## config.mk

```make
export PLATFORM = sky130hd
export DESIGN_NAME = div_scale_engine
export DESIGN_NICKNAME = d
export VERILOG_FILES = /design/src/rtl/div_scale_pkg.sv /design/src/rtl/div_scale_lane.sv /design/src/rtl/div_scale_engine.sv
export SDC_FILE = /design/constraint.sdc
export NUM_CORES = 2
export LEC_CHECK = 0
export ABC_AREA = 1
export BUFFER_PORTS_ARGS = -buffer_cell sky130_fd_sc_hd__buf_2
export CAP_MARGIN = 5
export CORE_MARGIN = 2
export CORE_UTILIZATION = 60
export DETAILED_ROUTE_END_ITERATION = 12
export GPL_TIMING_DRIVEN = 0
export PLACE_DENSITY = 0.85
export SETUP_SLACK_MARGIN = 0.15
export SLEW_MARGIN = 10
export SYNTH_ARGS = -nofsm -noshare
export SYNTH_HDL_FRONTEND = slang
export SYNTH_SLANG_ARGS = --single-unit
```

## constraint.sdc

```tcl
create_clock -name clk -period 8.3 [get_ports clk]
set_input_delay 0.83 -clock clk [delete_from_list [all_inputs] [get_ports clk]]
set_output_delay 0.83 -clock clk [all_outputs]
set_load 0.02 [all_outputs]
```

## src/rtl/div_scale_pkg.sv

```systemverilog
// Shared FSM encoding and default parameters for the divide/scale engine.
package div_scale_pkg;

  localparam int LANES_DEF  = 4;
  localparam int WORD_W_DEF = 32;
  localparam int SCALE_DEF  = 255;

  typedef enum logic [2:0] {
    ST_IDLE  = 3'd0,
    ST_READ  = 3'd1,
    ST_LOAD  = 3'd2,
    ST_DIV   = 3'd3,
    ST_WRITE = 3'd4,
    ST_DONE  = 3'd5
  } state_t;

endpackage

```

## src/rtl/div_scale_lane.sv

```systemverilog
// One lane: q = sat(((a-cdf_min)*SCALE)/(b-cdf_min)) by restoring division.
// Operands captured on i_load, one quotient bit per i_step; no backpressure.
module div_scale_lane
  import div_scale_pkg::*;
#(
  parameter int WORD_W = WORD_W_DEF,
  parameter int SCALE  = SCALE_DEF
) (
  input  logic              clk,
  input  logic              reset,
  input  logic              i_load,
  input  logic              i_step,
  input  logic [WORD_W-1:0] i_a,
  input  logic [WORD_W-1:0] i_b,
  input  logic [WORD_W-1:0] i_cdf_min,
  output logic [WORD_W-1:0] o_q
);

  localparam int SCALE_W = $clog2(SCALE + 1);
  localparam int NUM_W   = WORD_W + SCALE_W;

  logic [NUM_W-1:0]  r_quo;
  logic [WORD_W-1:0] r_rem;
  logic [WORD_W-1:0] r_div;
  logic              r_div_zero;
  logic [NUM_W-1:0]  w_num;
  logic [WORD_W:0]   w_shift;

  // A numerator below the offset clamps to zero before the divide starts.
  assign w_num   = (i_a < i_cdf_min) ? '0 : NUM_W'(i_a - i_cdf_min) * NUM_W'(SCALE);
  assign w_shift = {r_rem, r_quo[NUM_W-1]};

  always_ff @(posedge clk) begin
    if (reset) begin
      r_quo      <= '0;
      r_rem      <= '0;
      r_div      <= '0;
      r_div_zero <= 1'b0;
    end else if (i_load) begin
      r_quo      <= w_num;
      r_rem      <= '0;
      r_div      <= i_b - i_cdf_min;
      r_div_zero <= (i_b <= i_cdf_min);
    end else if (i_step) begin
      if (w_shift >= {1'b0, r_div}) begin
        r_rem <= WORD_W'(w_shift - {1'b0, r_div});
        r_quo <= {r_quo[NUM_W-2:0], 1'b1};
      end else begin
        r_rem <= w_shift[WORD_W-1:0];
        r_quo <= {r_quo[NUM_W-2:0], 1'b0};
      end
    end
  end

  assign o_q = (r_div_zero || (r_quo > NUM_W'(SCALE))) ? WORD_W'(SCALE) : r_quo[WORD_W-1:0];

endmodule

```

## src/rtl/div_scale_engine.sv

```systemverilog
// Walks NUM_WORDS memory words, scaling each lane through div_scale_lane.
// Latency NUM_W+3 cycles per word; enable low aborts to IDLE, no backpressure.
module div_scale_engine
  import div_scale_pkg::*;
#(
  parameter int LANES     = LANES_DEF,
  parameter int WORD_W    = WORD_W_DEF,
  parameter int ADDR_W    = 16,
  parameter int NUM_WORDS = 64,
  parameter int SCALE     = SCALE_DEF
) (
  input  logic                    clk,
  input  logic                    reset,
  input  logic                    enable,
  input  logic [WORD_W-1:0]       cdf_min,
  input  logic [LANES*WORD_W-1:0] div_sc_mem_rd_data1,
  input  logic [LANES*WORD_W-1:0] div_sc_mem_rd_data2,
  output logic [ADDR_W-1:0]       div_sc_mem_rd_addr1,
  output logic [ADDR_W-1:0]       div_sc_mem_rd_addr2,
  output logic [LANES*WORD_W-1:0] div_sc_mem_wt_data,
  output logic [ADDR_W-1:0]       div_sc_mem_wt_addr,
  output logic                    div_sc_mem_wt_en,
  output logic                    div_sc_mem_rd_done,
  output logic                    div_sc_mem_wt_done
);

  localparam int SCALE_W = $clog2(SCALE + 1);
  localparam int NUM_W   = WORD_W + SCALE_W;
  localparam int ITER_W  = $clog2(NUM_W);
  localparam logic [ITER_W-1:0] LAST_ITER = ITER_W'(NUM_W - 1);
  localparam logic [ADDR_W-1:0] LAST_IDX  = ADDR_W'(NUM_WORDS - 1);

  state_t            r_state;
  logic [ADDR_W-1:0] r_index;
  logic [ITER_W-1:0] r_iter;
  logic [ADDR_W-1:0] r_rd_addr;
  logic [ADDR_W-1:0] r_wt_addr;
  logic              r_wt_en;
  logic              r_done;
  logic              w_load;
  logic              w_step;

  assign w_load = (r_state == ST_LOAD);
  assign w_step = (r_state == ST_DIV);

  always_ff @(posedge clk) begin
    if (reset) begin
      r_state   <= ST_IDLE;
      r_index   <= '0;
      r_iter    <= '0;
      r_rd_addr <= '0;
      r_wt_addr <= '0;
      r_wt_en   <= 1'b0;
      r_done    <= 1'b0;
    end else if (!enable && r_state != ST_IDLE) begin
      r_state <= ST_IDLE;
      r_wt_en <= 1'b0;
      r_done  <= 1'b0;
    end else begin
      case (r_state)
        ST_IDLE: if (enable) begin
          r_state   <= ST_READ;
          r_index   <= '0;
          r_rd_addr <= '0;
        end
        ST_READ: r_state <= ST_LOAD;
        ST_LOAD: begin
          r_state <= ST_DIV;
          r_iter  <= '0;
        end
        ST_DIV: begin
          r_iter <= r_iter + 1'b1;
          if (r_iter == LAST_ITER) begin
            r_state   <= ST_WRITE;
            r_wt_en   <= 1'b1;
            r_wt_addr <= r_index;
          end
        end
        ST_WRITE: begin
          r_wt_en <= 1'b0;
          if (r_index == LAST_IDX) begin
            r_state <= ST_DONE;
            r_done  <= 1'b1;
          end else begin
            // Read address is registered here so it is valid throughout READ.
            r_index   <= r_index + 1'b1;
            r_rd_addr <= r_index + 1'b1;
            r_state   <= ST_READ;
          end
        end
        ST_DONE: r_state <= ST_DONE;
        default: r_state <= ST_IDLE;
      endcase
    end
  end

  for (genvar g = 0; g < LANES; g++) begin : g_lane
    div_scale_lane #(
      .WORD_W (WORD_W),
      .SCALE  (SCALE)
    ) u_lane (
      .clk       (clk),
      .reset     (reset),
      .i_load    (w_load),
      .i_step    (w_step),
      .i_a       (div_sc_mem_rd_data1[g*WORD_W +: WORD_W]),
      .i_b       (div_sc_mem_rd_data2[g*WORD_W +: WORD_W]),
      .i_cdf_min (cdf_min),
      .o_q       (div_sc_mem_wt_data[g*WORD_W +: WORD_W])
    );
  end

  assign div_sc_mem_rd_addr1 = r_rd_addr;
  assign div_sc_mem_rd_addr2 = r_rd_addr;
  assign div_sc_mem_wt_addr  = r_wt_addr;
  assign div_sc_mem_wt_en    = r_wt_en;
  assign div_sc_mem_rd_done  = r_done;
  assign div_sc_mem_wt_done  = r_done;

endmodule

```

# After elaboration in Yosys (flattened, before gate mapping)
# Cells that the tools add are included.
classes:
  addsub: 14
  multipliers: 4
  n_lt_le_gt_ge: 16
  n_eq_ne: 10
  muxes: 34
  bitwise_logic: 1
  n_reduce_logical: 19
ops:
  columns: ["operator", "n"]
  rows:
  - ["two-way mux 40 bit", 12]
  - ["two-way mux 32 bit", 8]
  - ["subtractor 32 bit", 8]
  - ["greater-than comparator 40 x 8 -> 1 bit, second input constant", 4]
  - ["multiplier 40 x 8 -> 40 bit, second input constant", 4]
  - ["greater-or-equal comparator 33 x 32 -> 1 bit", 4]
  - ["subtractor 32 x 32 -> 33 bit", 4]
  - ["<= comparator 32 bit", 4]
  - ["< comparator 32 bit", 4]
  - ["two-way mux 16 bit", 2]
  - ["case mux 16 bit (2 select lines)", 1]
  - ["case mux 3 bit (6 select lines)", 1]
  - ["adder 16 x 1 -> 16 bit, second input constant", 1]
  - ["== test 16 x 6 -> 1 bit, second input constant", 1]
  - ["case mux 6 bit (2 select lines)", 1]
  - ["two-way mux 3 bit", 3]
  - ["AND reduction 2 bit", 4]
  - ["adder 6 x 1 -> 6 bit, second input constant", 1]
  - ["== test 3 x 2 -> 1 bit, second input constant", 2]
  - ["== test 3 bit, second input constant", 2]
  - ["== test 6 bit, second input constant", 1]
  - ["inequality test 2 bit, second input constant", 3]
  - ["nonzero test 2 bit", 3]
  - ["two-way mux 1 bit", 5]
  - ["11 further kinds", 15]
totals:
  register_bits: 463
  input_bits: 291

# Logic depth before layout (Yosys ltp)
logic_depth:
  ltp_word: 4
  mapped_depth: 43

# By module
# A second synthesis with hierarchy kept.
hier_totals:
  cells_unflattened: 10324
  area_unflattened_um2: 70622.7
by_module_without_submodules:
  columns: ["module", "n_inst", "cells_each", "area_each_um2"]
  rows:
  - ["div_scale_lane at g_lane[1].u_lane", 1, 2524, 17210.3]
  - ["div_scale_lane at g_lane[0].u_lane", 1, 2486, 17087.6]
  - ["div_scale_lane at g_lane[3].u_lane", 1, 2507, 17046.3]
  - ["div_scale_lane at g_lane[2].u_lane", 1, 2481, 16943.8]
  - ["div_scale_engine", 1, 326, 2334.7]

# Worst setup path after synthesis
# Ideal clock, no wire load.
synth_timing:
  path_kind: "input -> register"
  start: "input div_sc_mem_rd_data1[96]"
  end: "register g_lane[3].u_lane.r_quo[39]"
  setup_time_ps: 119
  arrival_ps: 6558
  required_ps: 8181
  path_slack_ps: 1623
  cell_stages: 35
  path_buffers: 0
  path_cell_list: "inv_1 > ha_1 > fa_1 > inv_1 > nand3_1 > nand2_1 > nand2_1 > nand2_1 > nand2_1 > nand2_2 > a21oi_2 > o21bai_2 > nand2_1 > nand2_1 > nand2_1 > nand2_1 > a21oi_1 > xor2_1 > fa_1 > fa_1 > inv_1 > fa_1 > inv_1 > fa_1 > inv_1 > ha_1 > nand2_1 > nor2_1 > inv_1 > nor4_1 > nand3_1 > nand3_1 > nand3_1 > nand3_1 > a21oi_1"
synth_via:
  elab_chain_len: 4
  word_cells_on_any_way: 5
  cone_classes: "add/sub (1); mul (1); order compare (1); mux (2)"
synth_lines:
  columns: ["item", "line_no", "rtl"]
  rows:
  - ["start, declared", "div_scale_engine.sv:16", "input logic [LANES*WORD_W-1:0] div_sc_mem_rd_data1,"]
  - ["subtractor 32 x 32 -> 33 bit", "div_scale_lane.sv:30", "assign w_num = (i_a < i_cdf_min) ? '0 : NUM_W'(i_a - i_cdf_min) * NUM_W'(SCALE);"]
  - ["multiplier 40 x 8 -> 40 bit", "div_scale_lane.sv:30", null]
  - ["two-way mux 40 bit *", "div_scale_lane.sv:30", null]
  - ["two-way mux 40 bit *", "div_scale_lane.sv:39", "end else if (i_load) begin"]
  - ["end signal, assigned", "div_scale_lane.sv:40", "r_quo <= w_num;"]
  - ["end signal, assigned", "div_scale_lane.sv:47", "r_quo <= {r_quo[NUM_W-2:0], 1'b1};"]
  - ["end signal, assigned", "div_scale_lane.sv:50", "r_quo <= {r_quo[NUM_W-2:0], 1'b0};"]
  - ["end, declared", "div_scale_lane.sv:22", "logic [NUM_W-1:0] r_quo;"]
# Every way passes the cells marked *; elsewhere a longest branch is shown, timed or not.
# A chain may end at the register's enable or synchronous reset.

# Worst setup path after layout
layout_timing:
  start: "input cdf_min[1]"
  end: "register g_lane[3].u_lane.r_quo[36]"
layout_via:
  elab_chain_len: 4
  word_cells_on_any_way: 5
  cone_classes: "add/sub (1); mul (1); order compare (1); mux (2)"
layout_lines:
  columns: ["item", "line_no", "rtl"]
  rows:
  - ["start, declared", "div_scale_engine.sv:15", "input logic [WORD_W-1:0] cdf_min,"]
  - ["subtractor 32 x 32 -> 33 bit", "div_scale_lane.sv:30", null]
  - ["multiplier 40 x 8 -> 40 bit", "div_scale_lane.sv:30", null]
  - ["two-way mux 40 bit *", "div_scale_lane.sv:30", null]
  - ["two-way mux 40 bit *", "div_scale_lane.sv:39", null]
# Marked as above.

==> metrics.md <==
| Metric | Value |
|---|---|
| Status | `finished, violations left` |
| Violated checks | `max-capacitance violations, max-slew violations` |
| Fillers | `around 10000` |
| Synthesized area | `0.06904 mm²` |
| Overflow left after global routing | `0` |
| Cell family with most CP delay | `adder cells` |
| Area Overhead vs Synth | `9.166%` |
| Post-synth top area cell | `fa_1` |
| Via density | `slightly below 6` |
| Die area | `0.1178 mm²` |
| Root buf cell | `clkbuf_16` |
| Clk buf depth | `3` |
| Critical-path top delay cell | `nor4_1` |
| Die Ht | `343.2 µm` |
| Largest net degree at the start of global routing | `15` |
| Final HPWL DP | `202.4 mm` |
| Area taken by multi-input logic gates | `0.05054 mm²` |
| Total Routing Usage GR | `40.85%` |
| Core box area | `0.1142 mm²` |
| DIE WIDTH | `around 340 µm` |
| Max cap viols | `1` |
| Mapped Cells | `10220` |
| Clk Latency, worst-skew pair | `about 0.66 ns` |
| Initial antenna violation count | `33` |
| CTS resizes | `1` |
| Async S/R FF share, synth | `0%` |
| Slew Limit Fails | `11` |
| Synth top area share | `15.43%` |
| IO Count | `470` |
| Final min period | `7.880 ns` |
| Worst hold start | `div_sc_mem_wt_addr[10]` |
| Final period util | `94.94%` |
| Nets@finish | `12230` |
| Final ANT Viol Nets | `0` |
| Setup bufs post-CTS | `0` |
| CP peak stage delay | `0.59 ns` |
| Via count | `71430` |
| Cts hold-fix bufs | `0` |
| First-pass GRT wire length | `373.4 mm` |
| CP Launch Point | `cdf_min[1]` |
| Vias in the first global route | `67720` |
| Crit. End Element | `flop` |
| Clock sink count | `between 400 and 500` |
| Yosys synthesis warning count | `0` |
| EDFF count, synth | `0` |
| Max Fclk | `about 130 MHz` |
| RSZ-0062 raised after global routing | `no` |
| RR Startpoint | `r_state[2]` |
| Max-slew headroom | `-0.5059%` |
| Setup Viol. Count Final | `0` |
| Remaining DRCs | `0` |
| CP most frequent cell | `nand2_1` |
| Worst path required time | `8.80 ns` |
| Share of layout cells above drive strength 1 | `7.767%` |
| Routability cong. | `1.053` |
| Site row count | `124` |
| Sequential cell area | `0.009269 mm²` |
| Crit Path Category | `input pin to flop` |
| Average cell area after synthesis | `6.757 µm²` |
| Initial Utilization | `60.46%` |
| Core Util, Final | `66.01%` |
| CTS tree | `built` |
| Pre-antenna DRT Iters | `9` |
| Final Hold Fails | `0` |
| Least-Margin Pin Slew | `between 1.5 and 2 ns` |
| Largest fanout on the critical path | `10` |
| Seq cells post-synth | `463` |
| Synth top area cells | `fa_1 15%, dfxtp_1 13%, ha_1 12%, inv_1 11%, nand2_1 10%` |
| Wire length after detailed routing | `246.9 mm` |
| WL/cell | `about 20 µm` |
| Ys flop type | `dfxtp_1` |
| Hold Path Class | `flop to flop` |
| CP startpoint kind | `input pin` |
| WP data arrival | `8.38 ns` |
| Reg2Reg Setup Slack | `3.80 ns` |
| TritonCTS buffer count | `52` |
| Port bufs | `372` |
| Iter 0 DRT Violations | `7300` |
| Seq/Total Area, Yosys | `~13%` |
| Synth unique cells | `72` |
| Buf/Inv on CP | `6` |
| Clock-pin slew on the worst setup and hold paths | `0.06 ns` |
| H-tree lvl count | `2` |
| Clock Skews | `0.03399 ns` |
registers in the layout (all words and copies together) (netlist names):
name / flops
div_sc_mem_rd_done: 1
g_lane.u_lane.r_rem: 128
r_iter: 6
div_sc_mem_wt_addr: 16
r_state: 3
g_lane.u_lane.r_div: 128
div_sc_mem_wt_en: 1
div_sc_mem_rd_addr1: 16
g_lane.u_lane.r_div_zero: 4
g_lane.u_lane.r_quo: 160
per-stage QoR:
stage               cell area (µm²)  setup slack [ns]  TNS, ns  std cells  hold WS (ns)
floorplan                     69400             1.623        0      10310        0.4415
global placement              73150            -1.085   -33.30      12200        0.4321
detailed placement            73390           -0.7080   -9.109      12210        0.4329
CTS                           75270            0.3383        0      12300        0.4424
global route                  75310            0.1602        0      12300        0.4588
finish                        75370            0.4203        0      12330        0.4442
final cells by class:
type,count,share of cell area [%]
Multi-Input combinational cell,7431,67.06
Inverter,2099,10.46
Antenna cell,27,0.08964
Tap cell,1512,2.510
Clock buffer,67,1.962
Clock inverter,27,0.5246
Sequential cell,463,12.30
Timing Repair Buffer,382,2.792
Buffer,320,2.306
synth_stat cells, types with 10 or more instances:
library cell     n
a211oi_1        14
a21boi_0        26
a21o_1          90
a21oi_1       1051
a21oi_2         10
a221oi_1        25
a31o_2          11
a31oi_1         73
buf_1           10
buf_2           23
buf_4          124
clkbuf_1       157
dfxtp_1        463
fa_1           532
ha_1           658
inv_1         2080
inv_2           18
nand2_1       1909
nand2_2         27
nand3_1        377
nand3b_1        30
nand4_1         71
nor2_1         668
nor3_1          78
nor4_1          64
o211ai_1        54
o21a_1          24
o21ai_0        777
o21ai_1         34
o21bai_1        90
o221ai_1        18
o22ai_1         19
or2_2           52
xnor2_1        173
xor2_1         266
xor2_2          14
placed cells by master (no fill, tap or decap), drive strengths merged, types with 178 or more instances in the layout:
cell       n
inv     2105
buf      543
fa       532
xnor2    178
nand2   1938
xor2     283
nor2     669
a21oi   1063
clkbuf   226
nand3    379
ha       658
o21ai    816
dfxtp    463
worst paths after layout:
path | endpoint | cells past startpoint
max | g_lane[3].u_lane.r_quo[36] | 32
min | div_sc_mem_wt_addr[10] | 2
max reg2reg | g_lane[0].u_lane.r_div[29] | 8
min reg2reg | div_sc_mem_wt_addr[10] | 2
worst min-delay path: stages, from the launching register on:
cell and delay [ns]:
dfxtp_1 0.31, inv_1 0.04, a21oi_1 0.05
per-layer routing:
layer | up-vias | wire length [µm] | global-route usage, %
li1 | 33720 | - | -
met1 | 33370 | 94520 | 51.12
met2 | 3571 | 109600 | 64.58
met3 | 747 | 26470 | 9.046
met4 | 24 | 16160 | 24.49
met5 | - | 166 | 0
cells by family (layout without fill, tap and decap cells):
group	count (synthesis)	count (layout)	share of synthesized area (%)
buf+inv	2419	2895	13.92
simple gates	3318	3318	20.04
other cells	1	123	0.005431
compound gates	2366	2366	19.11
flops	463	463	13.42
xor+xnor	461	461	6.152
fa+ha+maj	1190	1190	27.35
Power is not shown: default switching activity piles up to over one toggle a cycle in this logic, so the estimate is an artifact.
